## src/rtl/prod_window_sum.sv

```systemverilog
// prod_window_sum: sliding-window sum of the last 2^WINDOW_LOG2 complex products
module prod_window_sum #(
  parameter int DATA_WIDTH = 32,
  parameter int WINDOW_LOG2 = 4,
  localparam int SUM_WIDTH = DATA_WIDTH + WINDOW_LOG2
) (
  input  logic                  clock,
  input  logic                  reset,
  input  logic                  enable,
  input  logic [DATA_WIDTH-1:0] prod_i,
  input  logic [DATA_WIDTH-1:0] prod_q,
  input  logic                  prod_strobe,
  output logic [SUM_WIDTH-1:0]  sum_i,
  output logic [SUM_WIDTH-1:0]  sum_q,
  output logic                  sum_strobe,
  output logic                  window_full
);
  localparam int N = 1 << WINDOW_LOG2;
  logic [2*DATA_WIDTH-1:0] mem [N];
  logic [WINDOW_LOG2-1:0]  wr_ptr;
  logic [WINDOW_LOG2:0]    fill_cnt;
  logic                    accept;
  logic [2*DATA_WIDTH-1:0] old;
  logic [SUM_WIDTH-1:0]    add_i, add_q, sub_i, sub_q;
  assign accept = enable & prod_strobe;
  // fill_cnt saturates at exactly N, so its top bit means the window is full
  assign window_full = fill_cnt[WINDOW_LOG2];
  assign old = window_full ? mem[wr_ptr] : '0;
  assign add_i = {{WINDOW_LOG2{prod_i[DATA_WIDTH-1]}}, prod_i};
  assign add_q = {{WINDOW_LOG2{prod_q[DATA_WIDTH-1]}}, prod_q};
  assign sub_i = {{WINDOW_LOG2{old[DATA_WIDTH-1]}}, old[DATA_WIDTH-1:0]};
  assign sub_q = {{WINDOW_LOG2{old[2*DATA_WIDTH-1]}}, old[2*DATA_WIDTH-1:DATA_WIDTH]};
  always_ff @(posedge clock)
    if (accept && !reset) mem[wr_ptr] <= {prod_q, prod_i};
  always_ff @(posedge clock) begin
    if (reset) begin
      sum_i <= '0;
      sum_q <= '0;
      sum_strobe <= 1'b0;
      wr_ptr <= '0;
      fill_cnt <= '0;
    end else begin
      sum_strobe <= accept;
      if (accept) begin
        sum_i <= sum_i + add_i - sub_i;
        sum_q <= sum_q + add_q - sub_q;
        wr_ptr <= wr_ptr + 1'b1;
        fill_cnt <= window_full ? fill_cnt : fill_cnt + 1'b1;
      end
    end
  end
endmodule

```

## config.mk

```make
export PLATFORM = sky130hd
export DESIGN_NAME = prod_window_sum
export DESIGN_NICKNAME = d
export VERILOG_FILES = /design/src/rtl/prod_window_sum.sv
export SDC_FILE = /design/constraint.sdc
export NUM_CORES = 1
export LEC_CHECK = 0
export BUFFER_PORTS_ARGS = -buffer_cell sky130_fd_sc_hd__buf_2
export CORE_MARGIN = 2
export CORE_UTILIZATION = 45
export DETAILED_ROUTE_END_ITERATION = 16
export GPL_ROUTABILITY_DRIVEN = 0
export GPL_TIMING_DRIVEN = 0
export PLACE_DENSITY = 0.73
export SLEW_MARGIN = 20
export SYNTH_ARGS = -nofsm -noshare
export SYNTH_HDL_FRONTEND = slang
export SYNTH_SLANG_ARGS = --single-unit
```

## constraint.sdc

```tcl
create_clock -name clock -period 9.6 [get_ports clock]
set_input_delay 0.96 -clock clock [delete_from_list [all_inputs] [get_ports clock]]
set_output_delay 0.96 -clock clock [all_outputs]
set_load 0.02 [all_outputs]
```

==> summary.md <==
STA classifies the critical path startpoint as a flop. The logs give 0 for the number of max-cap violations and 126,000 um for the wire length after detailed routing. The multi-input combinational cells in the finished layout cover a total of 13,900 um^2. After clock tree synthesis, the clock-pin slew on the worst setup and hold paths is 0.07 ns. The power share of the combinational group came out at 15.0%. TritonCTS built the clock tree.

The total number of nets in the final design was 3,202; the achievable clock frequency was 144 MHz. The share of the synthesized area in the top cell type was 64.4%; the maximum number of pins on one net before global-route repair was 19. Leaving out fill and tap cells, the most frequent cells in the layout are sky130_fd_sc_hd__edfxtp_1, sky130_fd_sc_hd__mux4_2, sky130_fd_sc_hd__inv_1. The number of nets handed over by synthesis was 2,888. The die extent in y is 330 um, and the mean number of vias per cell is 5.93. The total negative slack for setup checks was 0 ns. The switching part of the total was 25.5%; the number of warning messages in the yosys log was 0. The count of cells resized by post-cts repair was 0; the number of cells on the worst reg-to-reg path was 20. Once detailed placement completed, the half-perimeter wirelength came to 83,400 um. Buffers inserted to repair hold after CTS numbered 0. The tools report the placed cell count as 4,269.

The run gives 0 as the final max-slew violation count. For the final database, setup skew stands at 0.0407 ns. In this run the static leakage power is 0.0187 uW. Setup repair after global routing left no endpoint under its margin. The logs give 8,072 for the number of filler instances in the final layout and 0 for the final count of hold timing violations. By area the synthesized netlist is led by sky130_fd_sc_hd__edfxtp_1, sky130_fd_sc_hd__mux4_2, sky130_fd_sc_hd__dfxtp_1, sky130_fd_sc_hd__fa_1, sky130_fd_sc_hd__inv_1. At the end of the flow the core is filled with cells to 52.5%. At the pin with the least slew margin, the transition time is 1.22 ns.

The total of buffers placed on input and output ports was 141. The die is 330 um wide. Counting along the longest clock path gives a buffer depth of 3. The worst register-to-register path has a setup slack of 2.67 ns. The first-pass iteration count of the detailed router is 6. The initialized floorplan defines 119 standard-cell rows. The tools report the clock share of power as 36.6%. The portion of total power attributed to sequential cells was 48.4%; the worst-skew pair later-pin latency was 0.69 ns.

For this block, the initial DRC count from the detailed router was 3,560. The number of instances in the synthesized netlist was 2,671. Summed over all instances, the cell type with the most area after synthesis is sky130_fd_sc_hd__edfxtp_1.

The analysis attributes to net switching a power of 2850 uW. Initial standard-cell utilization of the core: 45.3%. For the H-tree level count, the log shows 3.

The detail route stage leaves a number of antenna-violating nets equal to 0. In the final layout, the share of cells above drive strength 1 is 24.1%. After synthesis, the mean cell area works out to 17.9 um^2. In the final routed layout, each cell accounts on average for 28.2 um. The synthesized design contains 1,110 register bits. For this block, the via count after detailed routing is 26.5k. The area of the die is 109,000 um^2.

Dividing total power by cell area gives a power density of 202 nW/um^2. The total area inside the core boundary comes to 105,000 um^2. In this run the worst path has a maximum fanout of 10.

The number of buffers added by the clock tree synthesis step was 104. The tightest hold path in the finished design has a slack of 0.465 ns. The wire length of the first global-routing pass is 182,000 um, and the global-route congestion overflow total is 0. Of the available clock period, the critical path in the final layout requires 72.2%. The run gives 0.172 mV as the worst voltage drop across the vdd grid. The worst hold path belongs to the class flop to flop.

For the worst setup path, the data required time is 10.16 ns. The tightest slew margin relative to the limit is 18.5%, and the fraction of registers with async set/reset is 0%. Along the worst hold path, the cell count comes to 2. The tools report the post-route non-filler standard cell count as 4,466. For this run, the total global-route usage over all layers was measured as 23.3%.

The critical path start-end classification is flop to flop. The run gives 47,700 um^2 as the area of the mapped netlist. The most frequently used flop master after synthesis was sky130_fd_sc_hd__edfxtp_1. The number of enable flip-flop cells after synthesis was 1,024; the area added between synthesis and finish was 15.8%. The worst setup path is captured at a flop. For the worst setup path, the data arrival time is 7.49 ns. The number of global-route vias before repair is 26.6k, and the design internal power is 8330 uW.

The critical path ends at sum_q[30]. The logs give 0 for the final number of setup-violating endpoints and 142 for the number of I/O pins. In this run the critical register-to-register path is captured at sum_q[30]. The run finished with clean final reports. The tools report the number of sinks handled by clock tree synthesis as 1,110. Once the clock tree was built, the setup fixing pass inserted 0 buffers. The sequential-to-total area share from yosys stat is 68.0%, and the number of antenna violations at the first check in global routing is 15. The total power is 11,200 uW, and the number of distinct standard cells referenced by the synthesized netlist is 69.

The root buffer cell chosen for the clock tree is sky130_fd_sc_hd__clkbuf_16. The sequential cells in the finished layout cover a total of 32,500 um^2. After detailed routing, the number of remaining DRC violations is 0. The library cell used most frequently in the layout, excluding fill and tap cells, is sky130_fd_sc_hd__edfxtp_1. The minimum period implied by the final worst setup slack works out to 6.93 ns.
## area by class of cell
cell class              instances  area share (%)
clock inverters                61           0.957
well taps                    1391            3.15
diodes                          4          0.0181
flip-flops and latches       1110            58.7
multi-input cells            1167            25.1
inverters                     282            1.91
repair buffers                208            4.16
clock buffers                 131            5.10
plain buffers                 112           0.815
## layer usage
metal  up-vias  track usage (%)  wire length, um
met4        10             7.24             3780
met2      1537             36.2            59100
met1     13759             32.6            49100
li1      10955                -                -
met5         -                0               61
met3       238             5.94            14000
## cells in the mapped netlist (31+ instances only)
library cell and count:
sky130_fd_sc_hd__inv_1 282, sky130_fd_sc_hd__edfxtp_1 1024, sky130_fd_sc_hd__ha_1 79, sky130_fd_sc_hd__mux4_2 318, sky130_fd_sc_hd__a21oi_1 110, sky130_fd_sc_hd__and2_1 70, sky130_fd_sc_hd__xnor2_1 36, sky130_fd_sc_hd__fa_1 70
sky130_fd_sc_hd__nor2_1 82, sky130_fd_sc_hd__o21ai_0 31, sky130_fd_sc_hd__a21o_1 33, sky130_fd_sc_hd__nand2_1 120, sky130_fd_sc_hd__xor2_1 33, sky130_fd_sc_hd__dfxtp_1 86, sky130_fd_sc_hd__clkbuf_1 82
## power groups by stage
stage | Sequential [uW] | Combinational (uW) | Clock (uW)
after floorplan | 5540 | 1120 | 0
after global placement | 5510 | 1600 | 0
after detailed placement | 5510 | 1640 | 0
after CTS | 5400 | 1660 | 4130
after global routing | 5410 | 1830 | 4310
final | 5410 | 1670 | 4100
## flip-flops by register name (all words and copies together) (netlist names), named ones only
| register | flops |
|---|---|
| wr_ptr | 4 |
| fill_cnt | 5 |
| sum_q | 36 |
| sum_strobe | 1 |
| mem | 1024 |
| sum_i | 36 |
## critical path: stages (launching register included)
cell	delay, ns
sky130_fd_sc_hd__dfxtp_1	0.33
sky130_fd_sc_hd__clkbuf_1	0.21
sky130_fd_sc_hd__clkbuf_1	0.55
sky130_fd_sc_hd__buf_6	0.25
sky130_fd_sc_hd__buf_1	0.77
sky130_fd_sc_hd__mux4_2	0.63
sky130_fd_sc_hd__mux4_2	0.48
sky130_fd_sc_hd__and2_1	0.21
sky130_fd_sc_hd__fa_1	0.51
sky130_fd_sc_hd__inv_1	0.07
sky130_fd_sc_hd__fa_1	0.42
sky130_fd_sc_hd__a21o_1	0.19
sky130_fd_sc_hd__a21oi_2	0.18
sky130_fd_sc_hd__o21ai_1	0.09
sky130_fd_sc_hd__a211o_1	0.31
sky130_fd_sc_hd__o22ai_2	0.27
sky130_fd_sc_hd__o221ai_1	0.25
sky130_fd_sc_hd__a311oi_2	0.52
sky130_fd_sc_hd__o31ai_1	0.20
sky130_fd_sc_hd__xor2_1	0.17
sky130_fd_sc_hd__a22o_1	0.20
## how the worst min path moves through the flow
stage / from / slack [ns] / to
floorplan: fill_cnt[1] / 0.47 / fill_cnt[1]
global placement: sum_q[13] / 0.45 / sum_q[13]
detailed placement: sum_q[15] / 0.46 / sum_q[15]
CTS: sum_i[10] / 0.47 / sum_i[10]
global route: sum_q[14] / 0.49 / sum_q[14]
finish: sum_q[15] / 0.47 / sum_q[15]
## logic make-up (layout without fill, tap and decap cells)
logic type      Yosys count  count (layout)  synth area share [%]
other cells               0               4                     0
mux                     326             326                  15.2
buf+inv                 394             794                  3.11
simple gates            322             322                  3.15
fa+ha+maj               149             149                  5.01
flops                  1110            1110                  68.0
compound gates          301             301                  4.27
xor+xnor                 69              69                  1.27
## metrics by stage
| stage | setup slack [ns] | cell area [um^2] |
|---|---|---|
| after floorplan | 4.28 | 47700 |
| after global placement | -0.485 | 50200 |
| after detailed placement | 2.69 | 51900 |
| after CTS | 2.63 | 55200 |
| after global routing | 2.46 | 55300 |
| final | 2.67 | 55300 |
(Power assumes the default switching activity.)
